`src/rtl/uart_frame_shift_pkg.sv`:
```
`default_nettype none
// ============================================================================
// Module  : uart_pkg
// Purpose : Shared constants and helpers for the UART frame shift datapath.
//           Parity mode encodings and the frame-width calculation used by
//           both the shift register and any surrounding baud/FIFO logic.
// Ports   : none (package)
// Rev     : 1.0  initial release
// ============================================================================
package uart_pkg;

    localparam int PARITY_NONE = 0;
    localparam int PARITY_EVEN = 1;
    localparam int PARITY_ODD  = 2;

    // Start bit + data bits + optional parity bit + stop bits.
    function automatic int uart_frame_width(input int data_bits,
                                            input int parity_mode,
                                            input int stop_bits);
        return 1 + data_bits + ((parity_mode != PARITY_NONE) ? 1 : 0) + stop_bits;
    endfunction

endpackage
`default_nettype wire

```
`src/rtl/uart_frame_shift_bit_counter.sv`:
```
`default_nettype none
// ============================================================================
// Module  : uart_bit_counter
// Purpose : Bit-time counter for one UART frame. Counts inc strobes from 0
//           to FW-1 and wraps, flagging the wrap combinationally so the
//           parent can register frame completion in the same edge.
// Ports   : clk, rst (async, active-high)
//           clr     - synchronous clear to 0
//           restart - synchronous restart to 0 (frame load)
//           inc     - advance one bit time
//           wrap    - high when this inc completes the frame
// Rev     : 1.0  initial release
// ============================================================================
module uart_bit_counter #(
    parameter int FW = 11
) (
    input  logic clk,
    input  logic rst,
    input  logic clr,
    input  logic restart,
    input  logic inc,
    output logic wrap
);

    localparam int CW = $clog2(FW + 1);
    localparam logic [CW-1:0] c_last = CW'(FW - 1);

    logic [CW-1:0] r_count;
    logic          w_at_last;

    assign w_at_last = (r_count == c_last);
    // clr and restart take priority over inc, so they also suppress the wrap.
    assign wrap      = inc & ~clr & ~restart & w_at_last;

    always_ff @(posedge clk or posedge rst) begin
        if (rst) begin
            r_count <= '0;
        end else if (clr || restart) begin
            r_count <= '0;
        end else if (inc) begin
            r_count <= w_at_last ? '0 : r_count + 1'b1;
        end
    end

endmodule
`default_nettype wire

```
`src/rtl/uart_frame_shift.sv`:
```
`default_nettype none
// ============================================================================
// Module  : uart_frame_shift
// Purpose : UART frame shift register shared by RX and TX. Serial data
//           enters at the MSB and leaves at q[0] (LSB-first framing). TX
//           loads a fully framed word; RX shifts the line in and gets
//           parity/framing checks when the frame completes.
// Macro   : UART_FRAME_SHIFT_ERR_EN - when defined, parity_err/frame_err are
//           computed; otherwise they are tied low and the checker is absent.
// Ports   : clk, rst (async, active-high), clr (sync clear)
//           load/load_data - TX frame load, restarts bit counter
//           shift/sdi      - one bit time, sdi enters q[FW-1]
//           sdo            - q[0] while busy, idle high otherwise
//           q, data_out    - raw frame and its data field
//           busy, frame_done, parity_err, frame_err - status
// Rev     : 1.0  initial release
// ============================================================================
module uart_frame_shift
    import uart_pkg::*;
#(
    parameter int DATA_BITS   = 8,
    parameter int PARITY_MODE = 0,
    parameter int STOP_BITS   = 1,
    localparam int FW         = uart_frame_width(DATA_BITS, PARITY_MODE, STOP_BITS)
) (
    input  logic                 clk,
    input  logic                 rst,
    input  logic                 clr,
    input  logic                 load,
    input  logic [DATA_BITS-1:0] load_data,
    input  logic                 shift,
    input  logic                 sdi,
    output logic                 sdo,
    output logic [FW-1:0]        q,
    output logic [DATA_BITS-1:0] data_out,
    output logic                 busy,
    output logic                 frame_done,
    output logic                 parity_err,
    output logic                 frame_err
);

    logic [FW-1:0] r_q;
    logic          r_busy;
    logic          r_frame_done;
    logic [FW-1:0] w_shifted;
    logic [FW-1:0] w_load_frame;
    logic          w_wrap;

    assign w_shifted = {sdi, r_q[FW-1:1]};

    // Framed TX word: stop bits, optional parity, payload, start bit.
    generate
        if (PARITY_MODE != PARITY_NONE) begin : g_par
            logic w_tx_parity;
            assign w_tx_parity  = (PARITY_MODE == PARITY_ODD) ? ~(^load_data) : ^load_data;
            assign w_load_frame = {{STOP_BITS{1'b1}}, w_tx_parity, load_data, 1'b0};
        end else begin : g_nopar
            assign w_load_frame = {{STOP_BITS{1'b1}}, load_data, 1'b0};
        end
    endgenerate

    uart_bit_counter #(
        .FW (FW)
    ) u_bit_counter (
        .clk     (clk),
        .rst     (rst),
        .clr     (clr),
        .restart (load),
        .inc     (shift),
        .wrap    (w_wrap)
    );

    always_ff @(posedge clk or posedge rst) begin
        if (rst) begin
            r_q          <= '0;
            r_busy       <= 1'b0;
            r_frame_done <= 1'b0;
        end else if (clr) begin
            r_q          <= '0;
            r_busy       <= 1'b0;
            r_frame_done <= 1'b0;
        end else if (load) begin
            // A simultaneous shift is ignored: the new frame starts intact.
            r_q          <= w_load_frame;
            r_busy       <= 1'b1;
            r_frame_done <= 1'b0;
        end else if (shift) begin
            r_q          <= w_shifted;
            r_busy       <= ~w_wrap;
            r_frame_done <= w_wrap;
        end else begin
            r_frame_done <= 1'b0;
        end
    end

`ifdef UART_FRAME_SHIFT_ERR_EN
    logic r_parity_err;
    logic r_frame_err;
    logic w_frame_err_chk;
    logic w_parity_err_chk;

    // Checks look at the frame as it will be after the completing shift.
    assign w_frame_err_chk = w_shifted[0] | ~(&w_shifted[FW-1 -: STOP_BITS]);

    generate
        if (PARITY_MODE != PARITY_NONE) begin : g_par_chk
            logic w_xor;
            assign w_xor            = ^w_shifted[DATA_BITS+1:1];
            assign w_parity_err_chk = (PARITY_MODE == PARITY_ODD) ? ~w_xor : w_xor;
        end else begin : g_nopar_chk
            assign w_parity_err_chk = 1'b0;
        end
    endgenerate

    always_ff @(posedge clk or posedge rst) begin
        if (rst) begin
            r_parity_err <= 1'b0;
            r_frame_err  <= 1'b0;
        end else if (clr || load) begin
            r_parity_err <= 1'b0;
            r_frame_err  <= 1'b0;
        end else if (w_wrap) begin
            r_parity_err <= w_parity_err_chk;
            r_frame_err  <= w_frame_err_chk;
        end
    end

    assign parity_err = r_parity_err;
    assign frame_err  = r_frame_err;
`else
    assign parity_err = 1'b0;
    assign frame_err  = 1'b0;
`endif

    assign q          = r_q;
    assign data_out   = r_q[DATA_BITS:1];
    assign busy       = r_busy;
    assign frame_done = r_frame_done;
    assign sdo        = r_busy ? r_q[0] : 1'b1;

endmodule
`default_nettype wire

```
`config.mk`:
```
export PLATFORM = sky130hd
export DESIGN_NAME = uart_frame_shift
export DESIGN_NICKNAME = d
export VERILOG_FILES = /design/src/rtl/uart_frame_shift_pkg.sv /design/src/rtl/uart_frame_shift_bit_counter.sv /design/src/rtl/uart_frame_shift.sv
export SDC_FILE = /design/constraint.sdc
export NUM_CORES = 1
export LEC_CHECK = 0
export ABC_AREA = 1
export CAP_MARGIN = 25
export CORE_MARGIN = 2
export CORE_UTILIZATION = 31
export CTS_CLUSTER_DIAMETER = 50
export DETAILED_ROUTE_END_ITERATION = 8
export GPL_TIMING_DRIVEN = 0
export PLACE_DENSITY_LB_ADDON = 0.25
export RECOVER_POWER = 25
export SLEW_MARGIN = 0
export SYNTH_ARGS = -nofsm -noshare
export SYNTH_HDL_FRONTEND = slang
export SYNTH_SLANG_ARGS = --single-unit
```
`constraint.sdc`:
```
create_clock -name clk -period 0.9 [get_ports clk]
set_input_delay 0.18 -clock clk [delete_from_list [all_inputs] [get_ports clk]]
set_output_delay 0.18 -clock clk [all_outputs]
set_load 0.1 [all_outputs]
```
== Yosys cells after proc, flatten, opt, wreduce, memory -nomap -nowiden ==
Cells that the tools add are included.

* Memories kept: 0
* Bits in latches: 0
* Register bits after elaboration: 16
* RAM bits: 0
* Output and inout port bits: 23
* Input port bits: 14
* ROM bits: 0
* Word-level logic and storage cells: 28

* Add/subtract/negate cells: 1
* Div/mod/pow operators: 0
* Muxes and demuxes: 13
* Reduce and logical (&&, ||, !) cells: 3
* Eq/ne operators: 1
* Magnitude comparators: 0
* Shifts and indexed selects: 0
* Bitwise operators: 6
* $mul: 0

{| class="wikitable"
|+ Operators with widths
! operator !! number
|-
| 10-bit 2-to-1 mux || 3
|-
| 4-bit 2-to-1 mux || 3
|-
| 1-bit 2-to-1 mux || 7
|-
| 4-bit by 1-bit adder with 4-bit output (second input constant) || 1
|-
| 4-bit equality test (second input constant) || 1
|-
| 1-bit bitwise AND || 3
|-
| 1-bit NOT || 3
|-
| 3-bit nonzero test || 1
|-
| 2-bit nonzero test || 1
|-
| 1-bit logical OR || 1
|}

== Longest topological paths before layout ==
Gate-level depths: netlist (run 1).

* Depth after elaboration: 8
* Depth in mapped cells: 7
* Depth with buffers taken out: 7

== By module ==
Synthesis (run 1) repeated with hierarchy kept, for this count alone.

* Cell total of the unflattened synthesis: 125
* Area, all modules: 932.1 µm²

{| class="wikitable"
|+ By module, submodules not included
! module !! cells each !! instances !! sequential area each (µm²) !! area an instance (µm²)
|-
| uart_frame_shift || 94 || 1 || 300.3 || 678.2
|-
| uart_bit_counter || 31 || 1 || 100.1 || 254.0
|}

== Worst setup path before layout (run 1) ==
Ideal clock, no wire load.

* Path type: register to output
* Start: reg r_busy (netlist: busy)
* End: out sdo
* Buffers on the path: 0
* Path slack: -0.996 ns
* Arrival: 1.716 ns
* Data required time: 0.720 ns
* Stages on the path, launching flop included: 2
* Cell sequence: dfrtp_1 -> nand2_1

* Cells in the longest elaborated chain, start to end: 1

{| class="wikitable"
|+ Ends and longest elaborated chain
! what !! RTL line !! RTL
|-
| start: declaration || uart_frame_shift.sv:43 || <nowiki>logic r_busy;</nowiki>
|-
| start signal: assignment || uart_frame_shift.sv:89 || <nowiki>r_busy <= ~w_wrap;</nowiki>
|-
| 1-bit 2-to-1 mux || uart_frame_shift.sv:139 || <nowiki>assign sdo = r_busy ? r_q[0] : 1'b1;</nowiki>
|-
| end: declaration || uart_frame_shift.sv:33 || <nowiki>output logic sdo,</nowiki>
|}

No other way between the ends.

== Final worst setup path (run 1) ==
* Start: reg r_q[8] (netlist: q[8])
* End: out q[8]

{| class="wikitable"
|+ RTL lines
! what !! RTL line !! RTL
|-
| start: declaration || uart_frame_shift.sv:42 || <nowiki>logic [FW-1:0] r_q;</nowiki>
|-
| start signal: assignment || uart_frame_shift.sv:84 || <nowiki>r_q <= w_load_frame;</nowiki>
|-
| start signal: assignment || uart_frame_shift.sv:88 || <nowiki>r_q <= w_shifted;</nowiki>
|-
| end: declaration || uart_frame_shift.sv:34 || <nowiki>output logic [FW-1:0] q,</nowiki>
|}

No word-level cell between the ends.

==> metrics.txt, run 1 <==
# TYPE chip_impl_metric gauge
chip_impl_metric{name="count_of_final_hold_check_violations",unit=""} 0
chip_impl_metric{name="clock.fmax",unit="MHz"} 785
chip_impl_metric{name="r2r_setup_slack",unit="ps"} -200
chip_impl_metric{name="clk_lat_worst_skew",unit="ps"} 290
chip_impl_metric{name="routed_vias",unit=""} 898
chip_impl_metric{name="timing.setup.tns",unit="ps"} -7920
chip_impl_metric{name="placed_cell_area",unit="µm²"} 1440
chip_impl_metric{name="slew_headroom",unit=""} 0.599
chip_impl_info{name="cp_common_cell",value="sky130_fd_sc_hd__buf_12"} 1
chip_impl_metric{name="time_the_worst_path_needs_with_i_o_delays_and_setup",unit="ps"} 1270
chip_impl_metric{name="grt_first_pass_wirelength",unit="mm"} 3.73
chip_impl_metric{name="crit_buf_inv",unit=""} 2
chip_impl_metric{name="yosys.area_share.xor_xnor",unit=""} 0.00966
chip_impl_metric{name="clock_skew",unit="ps"} 3.00
chip_impl_info{name="largest_family_of_logic_cells_by_synthesized_area",value="simple AND/OR/NAND/NOR gates"} 1
chip_impl_metric{name="whs_path_depth",unit=""} 5
chip_impl_metric{name="synthesis.area",unit="µm²"} 907
chip_impl_metric{name="dp_hpwl",unit="mm"} 1.55
chip_impl_metric{name="rows",unit=""} 19
chip_impl_metric{name="placed_cells_incl_taps",unit=""} 181
chip_impl_metric{name="post_route_cells_drive_above_1_share",unit=""} 0.539
chip_impl_metric{name="final_net_count",unit=""} 182
chip_impl_metric{name="numCtsBuffers",unit=""} 3
chip_impl_metric{name="static_leakage",unit="nW"} 0.800
chip_impl_metric{name="worst-path-max-fanout",unit=""} 3
chip_impl_metric{name="delay_of_the_slowest_cell_on_the_worst_path",unit="ps"} 520
chip_impl_metric{name="grt_start_max_net_pins",unit=""} 17
chip_impl_metric{name="grt_use_total",unit=""} 0.144
chip_impl_metric{name="synth-compound-area-share",unit=""} 0.119
chip_impl_metric{name="die_h",unit="µm"} 58.1
chip_impl_metric{name="timing.final.crit_share",unit=""} 1.41
chip_impl_metric{name="yosys_register_bits",unit=""} 16
chip_impl_metric{name="synth_warnings",unit=""} 0
chip_impl_metric{name="clkSlewWorstSetupHoldPaths",unit="ps"} 100
chip_impl_metric{name="syn_inst",unit=""} 116
chip_impl_metric{name="worst-endpoint-required",unit="ps"} 720
chip_impl_metric{name="timing_worst_slew_pin_value",unit="ps"} 601
chip_impl_info{name="worst_hold_path_type",value="in2reg"} 1
chip_impl_info{name="worstReg2RegStart",value="u_bit_counter.r_count[0]"} 1
chip_impl_info{name="min_from",value="load"} 1
chip_impl_metric{name="synth_cell_types",unit=""} 19
chip_impl_info{name="tritoncts",value="yes"} 1
chip_impl_metric{name="synth.mux.area_fraction",unit=""} 0
chip_impl_info{name="timing.rr.end",value="u_bit_counter.r_count[2]"} 1
chip_impl_info{name="cp_cell_sequence",value="buf_12, buf_12"} 1
chip_impl_metric{name="yosys.area_share.adder",unit=""} 0.0276
chip_impl_info{name="end_kind",value="output pin"} 1
chip_impl_info{name="cpMaxStageDelayCell",value="sky130_fd_sc_hd__dfrtp_4"} 1
chip_impl_metric{name="floorplan.die_area",unit="µm²"} 3380
chip_impl_metric{name="timing.max_cap.violations",unit=""} 0
chip_impl_metric{name="post_drt_wl_per_cell",unit="µm"} 11.6
chip_impl_info{name="rsz0062_at_grt",value="yes"} 1
chip_impl_metric{name="ios",unit=""} 37
chip_impl_info{name="post_synth_main_area_contributors",value="sky130_fd_sc_hd__dfrtp_1 (44%), sky130_fd_sc_hd__nand2_1 (16%), sky130_fd_sc_hd__buf_4 (8.3%)"} 1
chip_impl_metric{name="detail_route.iter0.violations",unit=""} 15
chip_impl_metric{name="final.hold.worst_slack",unit="ps"} 244
chip_impl_info{name="crit_family",value="flip-flops"} 1
chip_impl_metric{name="ir_drop_worst_vdd",unit="V"} 0.00141
chip_impl_info{name="area_leader_netlist",value="sky130_fd_sc_hd__dfrtp_1"} 1
chip_impl_metric{name="r2r_depth",unit=""} 6
chip_impl_metric{name="finalInstanceArea",unit="µm²"} 1760
chip_impl_metric{name="route.detailed.drc",unit=""} 0
chip_impl_metric{name="layout-area-overhead-vs-synth",unit="%"} 94.2
chip_impl_metric{name="grt_overflow",unit=""} 0
chip_impl_metric{name="antennaDiodeCount",unit=""} 0
chip_impl_info{name="crit_path_start_kind",value="register"} 1
chip_impl_metric{name="antenna_left",unit=""} 0
chip_impl_metric{name="portion_of_synthesized_cell_area_occupied_by_the_leading_cell_type",unit=""} 0.441
chip_impl_info{name="outcome",value="complete, but fails checks"} 1
chip_impl_metric{name="finalSetupViolCount",unit=""} 35
chip_impl_metric{name="core_region_area",unit="µm²"} 2760
chip_impl_metric{name="antenna_violations_before_repair",unit=""} 0
chip_impl_metric{name="clkSinkCount",unit=""} 16
chip_impl_metric{name="final_estimated_routing_congestion_in_global_placement",unit=""} 0.778
chip_impl_info{name="path_class",value="reg2out"} 1
chip_impl_metric{name="floorplan.initialDensity",unit=""} 0.329
chip_impl_metric{name="slew_viol_final",unit=""} 0
chip_impl_info{name="failing_checks",value="negative setup slack"} 1
chip_impl_metric{name="synth-seq-area-share",unit=""} 0.441
chip_impl_metric{name="portBuffers",unit=""} 33
chip_impl_metric{name="synthSimpleGateAreaFrac",unit=""} 0.217
chip_impl_metric{name="grt_pass1_vias",unit=""} 839
chip_impl_metric{name="drt-pass1-iter-count",unit=""} 4
chip_impl_metric{name="ctsLongestPathBuffers",unit=""} 2
chip_impl_metric{name="synthesized_area_per_cell",unit="µm²"} 7.82
chip_impl_metric{name="vias_per_cell",unit=""} 4.58
chip_impl_info{name="root_buf_cell",value="sky130_fd_sc_hd__clkbuf_4"} 1
chip_impl_metric{name="crit_arrival",unit="ps"} 1090
chip_impl_metric{name="final.setup.worst_slack",unit="ps"} -373
chip_impl_metric{name="fill_cells",unit=""} 231
chip_impl_metric{name="wl",unit="mm"} 2.28
chip_impl_metric{name="finish.cell_count_without_fillers",unit=""} 196
chip_impl_metric{name="htreeDepth",unit=""} 1
chip_impl_metric{name="cellPowerDensity",unit="nW/µm²"} 1300
chip_impl_metric{name="die_width",unit="µm"} 58.1
chip_impl_info{name="min_to",value="q[4]"} 1
[how the worst max path moves through the flow]
| stage | start | endpoint | slack, ps | depth (start not counted) |
|---|---|---|---|---|
| after floorplan | q[0] | sdo | -150 | 2 |
| after global placement | busy | sdo | -970 | 2 |
| after detailed placement | busy | sdo | -960 | 2 |
| after CTS | q[3] | q[3] | -380 | 2 |
| after global routing | q[0] | sdo | -410 | 3 |
| final | q[8] | q[8] | -370 | 2 |
[layout by cell type, fill, tap and decap left out, types with 3 or more instances in the layout]
cell type / synthesis / routed
sky130_fd_sc_hd__clkdlybuf4s50_1: 0 / 9
sky130_fd_sc_hd__buf_4: 10 / 12
sky130_fd_sc_hd__nand2_1: 38 / 32
sky130_fd_sc_hd__o21ai_1: 2 / 16
sky130_fd_sc_hd__inv_2: 3 / 11
sky130_fd_sc_hd__clkbuf_4: 0 / 3
sky130_fd_sc_hd__inv_1: 15 / 5
sky130_fd_sc_hd__dfrtp_1: 16 / 3
sky130_fd_sc_hd__dfrtp_4: 0 / 11
sky130_fd_sc_hd__buf_6: 2 / 10
sky130_fd_sc_hd__nand2_2: 2 / 5
sky130_fd_sc_hd__buf_12: 0 / 19
[cell usage after synthesis (all sizes together)]
library cell	count
a21oi	1
nand2	40
nor2	4
nand3	2
o21ai	17
xor2	1
ha	2
dfrtp	16
inv	18
nand4	1
buf	12
conb	1
o22ai	1
[where the power goes]
group | switching (mW) | leakage, nW | total [mW] | internal (mW)
Combinational | 0.615 | 0.585 | 0.996 | 0.381
Clock | 0.232 | 0.0210 | 0.478 | 0.246
Sequential | 0.0543 | 0.194 | 0.823 | 0.769
Total | 0.901 | 0.800 | 2.30 | 1.40
[stage by stage]
| stage | worst slack (ps) | utilization | total power [mW] |
|---|---|---|---|
| floorplan | -146 | - | 1.49 |
| global placement | -969 | 0.523 | 1.67 |
| detailed placement | -963 | 0.523 | 1.68 |
| CTS | -377 | 0.613 | 2.29 |
| global route | -408 | 0.639 | 2.39 |
| finish | -373 | 0.639 | 2.30 |
[layer usage]
| metal | wire length, µm | share of wire | GRT usage | vias to the layer above |
|---|---|---|---|---|
| met5 | 0 | 0 | 0 | - |
| met4 | 0 | 0 | 0.0199 | 0 |
| met3 | 142 | 0.062 | 0.0402 | 0 |
| met2 | 1270 | 0.56 | 0.268 | 25 |
| met1 | 866 | 0.38 | 0.166 | 427 |
| li1 | - | - | - | 446 |
[sequential cells by signal (all words and copies together), names as in the netlist]
signal / count
frame_done: 1
q: 10
u_bit_counter.r_count: 4
busy: 1
[what timing repair did]
action / 4_1_cts / 5_1_grt
hold buffers: 0 / 0
cloned: 1 / 0
endpoints found under the setup margin: 37 / 31
gates resized for setup: 174 / 20
setup buffers: 9 / 2
pin swaps: 11 / 11
[area by class of cell]
class | instances | area (µm²) | area share
tap | 31 | 38.8 | 0.0220
sequential | 16 | 444 | 0.252
inverter | 18 | 72.6 | 0.0412
buffer | 12 | 198 | 0.112
timing repair buffer | 43 | 533 | 0.303
clock buffer | 4 | 36.3 | 0.0206
multi-input combinational | 72 | 439 | 0.249
[cell families after synthesis]
kind of cell / after synthesis
flip-flops: 16
AO/OA/AOI/OAI: 19
AND/OR/NAND/NOR: 47
buffers and inverters: 30
adder cells (fa/ha/maj): 2
XOR/XNOR: 1
other: 1
[tightest hold or removal path, stage by stage]
cell                      delay [ps]
sky130_fd_sc_hd__buf_6           120
sky130_fd_sc_hd__nand2_1          50
sky130_fd_sc_hd__o21ai_1          50
sky130_fd_sc_hd__nand2_1          50
sky130_fd_sc_hd__o21ai_1          50
Power figures use the tool's default switching activity.
==> run 2, diff against run 1 <==
CAP_MARGIN = 20   (was 25)
CORE_MARGIN = unset   (was 2)
SKIP_LAST_GASP = 1   (was unset)
==> run 2 against run 1 <==
  * The run still ends with negative setup slack left
  * Clock skew increased by 8.4 ps
  * Via count rose by 1.0%
  * Utilization up 0.95 points
  * Sequential share of layout area decreased by 0.44 points
  * Worst hold slack gained 1.4 ps
  * Register-to-register slack got worse by 20 ps
  * Global-route usage grew 0.53 points
  * Critical path depth did not move
  * Power is 0.65% higher
  * First-iteration DRC count up 27%
  * Final area increased by 1.5%
  * Critical path type unchanged
  * Largest cell class unchanged
  * Largest power group unchanged
  * Highest routed layer is now met4
==> metrics.txt, run 2 (synthesis results as in run 1) <==
# TYPE chip_impl_metric gauge
chip_impl_metric{name="worst-path-max-fanout",unit=""} 3
chip_impl_metric{name="vias_per_cell",unit=""} 4.54
chip_impl_info{name="mostFrequentLayoutCells",value="sky130_fd_sc_hd__nand2_1 (33), sky130_fd_sc_hd__buf_12 (19), sky130_fd_sc_hd__o21ai_1 (14), sky130_fd_sc_hd__buf_4 (14)"} 1
chip_impl_metric{name="clock_skew",unit="ps"} 11.4
chip_impl_metric{name="core_region_area",unit="µm²"} 2760
chip_impl_metric{name="grt_overflow",unit=""} 0
chip_impl_info{name="cp_cell_sequence",value="buf_12, buf_12"} 1
chip_impl_metric{name="floorplan.die_area",unit="µm²"} 3150
chip_impl_metric{name="grt_use_total",unit=""} 0.149
chip_impl_metric{name="die_width",unit="µm"} 56.1
chip_impl_metric{name="grt_pass1_vias",unit=""} 865
chip_impl_metric{name="clkSlewWorstSetupHoldPaths",unit="ps"} 110
chip_impl_metric{name="final.hold.worst_slack",unit="ps"} 246
chip_impl_metric{name="post_route_cells_drive_above_1_share",unit=""} 0.550
chip_impl_metric{name="count_of_final_hold_check_violations",unit=""} 0
chip_impl_metric{name="antennaDiodeCount",unit=""} 0
chip_impl_metric{name="time_the_worst_path_needs_with_i_o_delays_and_setup",unit="ps"} 1280
chip_impl_metric{name="antenna_left",unit=""} 0
chip_impl_metric{name="wl",unit="mm"} 2.27
chip_impl_metric{name="dp_hpwl",unit="mm"} 1.51
chip_impl_info{name="crit_family",value="flip-flops"} 1
chip_impl_info{name="crit_path_start_kind",value="register"} 1
chip_impl_metric{name="clock.fmax",unit="MHz"} 782
chip_impl_info{name="path_class",value="reg2out"} 1
chip_impl_metric{name="clk_lat_worst_skew",unit="ps"} 290
chip_impl_metric{name="die_h",unit="µm"} 56.1
chip_impl_metric{name="timing.setup.tns",unit="ps"} -8150
chip_impl_info{name="cpMaxStageDelayCell",value="sky130_fd_sc_hd__dfrtp_4"} 1
chip_impl_metric{name="floorplan.initialDensity",unit=""} 0.329
chip_impl_metric{name="grt_start_max_net_pins",unit=""} 17
chip_impl_metric{name="timing_worst_slew_pin_value",unit="ps"} 630
chip_impl_metric{name="routed_vias",unit=""} 907
chip_impl_metric{name="final_estimated_routing_congestion_in_global_placement",unit=""} 0.757
chip_impl_metric{name="largest_register_ffs",unit=""} 10
chip_impl_metric{name="finalSetupViolCount",unit=""} 32
chip_impl_metric{name="multi_input_area",unit="µm²"} 424
chip_impl_metric{name="timing.max_cap.violations",unit=""} 0
chip_impl_metric{name="portBuffers",unit=""} 33
chip_impl_info{name="most_common_library_cell_in_the_layout_ignoring_fill_and_taps",value="sky130_fd_sc_hd__nand2_1"} 1
chip_impl_metric{name="layout-area-overhead-vs-synth",unit="%"} 97.1
chip_impl_metric{name="delay_of_the_slowest_cell_on_the_worst_path",unit="ps"} 520
chip_impl_info{name="tritoncts",value="yes"} 1
chip_impl_metric{name="drt-pass1-iter-count",unit=""} 4
chip_impl_info{name="outcome",value="complete, but fails checks"} 1
chip_impl_metric{name="numCtsBuffers",unit=""} 3
chip_impl_metric{name="ios",unit=""} 37
chip_impl_info{name="root_buf_cell",value="sky130_fd_sc_hd__clkbuf_4"} 1
chip_impl_metric{name="timing.final.crit_share",unit=""} 1.42
chip_impl_info{name="cp_common_cell",value="sky130_fd_sc_hd__buf_12"} 1
chip_impl_metric{name="slew_headroom",unit=""} 0.579
chip_impl_metric{name="cellPowerDensity",unit="nW/µm²"} 1290
chip_impl_metric{name="ctsLongestPathBuffers",unit=""} 2
chip_impl_metric{name="worst-endpoint-required",unit="ps"} 720
chip_impl_metric{name="crit_arrival",unit="ps"} 1100
chip_impl_metric{name="post_drt_wl_per_cell",unit="µm"} 11.4
chip_impl_metric{name="rows",unit=""} 19
chip_impl_metric{name="crit_buf_inv",unit=""} 2
chip_impl_info{name="worst_hold_path_type",value="in2reg"} 1
chip_impl_metric{name="htreeDepth",unit=""} 1
chip_impl_metric{name="slew_viol_final",unit=""} 0
chip_impl_info{name="end_kind",value="output pin"} 1
chip_impl_metric{name="ir_drop_worst_vdd",unit="V"} 0.000927
chip_impl_metric{name="fill_cells",unit=""} 213
chip_impl_metric{name="final.setup.worst_slack",unit="ps"} -380
chip_impl_metric{name="detail_route.iter0.violations",unit=""} 19
chip_impl_metric{name="holdBufCountCts",unit=""} 0
chip_impl_metric{name="grt_first_pass_wirelength",unit="mm"} 3.75
chip_impl_metric{name="route.detailed.drc",unit=""} 0
chip_impl_metric{name="antenna_violations_before_repair",unit=""} 0
chip_impl_metric{name="static_leakage",unit="nW"} 0.812
chip_impl_metric{name="clkSinkCount",unit=""} 16
chip_impl_metric{name="final-seq-area",unit="µm²"} 443
chip_impl_metric{name="final_net_count",unit=""} 186
chip_impl_info{name="rsz0062_at_grt",value="yes"} 1
chip_impl_info{name="failing_checks",value="negative setup slack"} 1
-- run 2: layout make-up --
cell class / instances / area share
well taps: 31 / 0.0217
plain buffers: 12 / 0.111
multi-input cells: 72 / 0.237
clock buffers: 4 / 0.0203
inverters: 18 / 0.0392
flip-flops and latches: 16 / 0.248
repair buffers: 47 / 0.323
-- run 2: tightest hold or removal path: cells and delay by family --
family,cells,cell delay [ps]
simple gates,2,110
compound gates,2,100
buf+inv,1,120
-- run 2: per-stage QoR --
step                      cells   util  setup slack (ps)  power, mW  cell area, µm²
after CTS                   196  0.616              -384       2.29            1700
final                       200  0.648              -380       2.31            1790
after detailed placement    181  0.523              -969       1.67            1440
after floorplan             117      -              -146       1.49            1070
after global placement      181  0.523              -966       1.67            1440
after global routing        200  0.648              -411       2.41            1790
-- run 2: path summary, 6_finish.rpt --
check,from,end,slack [ps],cells past startpoint
max,q[5],q[5],-380,2
min,load,q[4],250,5
max reg2reg,u_bit_counter.r_count[1],u_bit_counter.r_count[3],-220,7
min reg2reg,u_bit_counter.r_count[3],u_bit_counter.r_count[3],620,2
max in group asynchronous,rst,q[0],30,2
min in group asynchronous,rst,u_bit_counter.r_count[0],390,2
-- run 2: timing repair --
item,CTS,global route
hold endpoints to repair,0,0
buffers inserted,10,5
gates resized for setup,175,18
cloned,1,0
endpoints found under the setup margin,37,33
pin swaps,8,6
-- run 2: report_power, final --
| group | switching [mW] | internal, mW | total [mW] |
|---|---|---|---|
| sequential | 0.0524 | 0.769 | 0.821 |
| clock | 0.240 | 0.246 | 0.486 |
| combinational | 0.616 | 0.389 | 1.00 |
| total | 0.909 | 1.40 | 2.31 |
-- run 2: routing by layer --
layer	global-route usage	wire length [µm]	vias up
li1	-	-	452
met1	0.175	943	426
met2	0.265	1200	27
met3	0.0326	125	2
met4	0.0523	8	0
met5	0	0	-
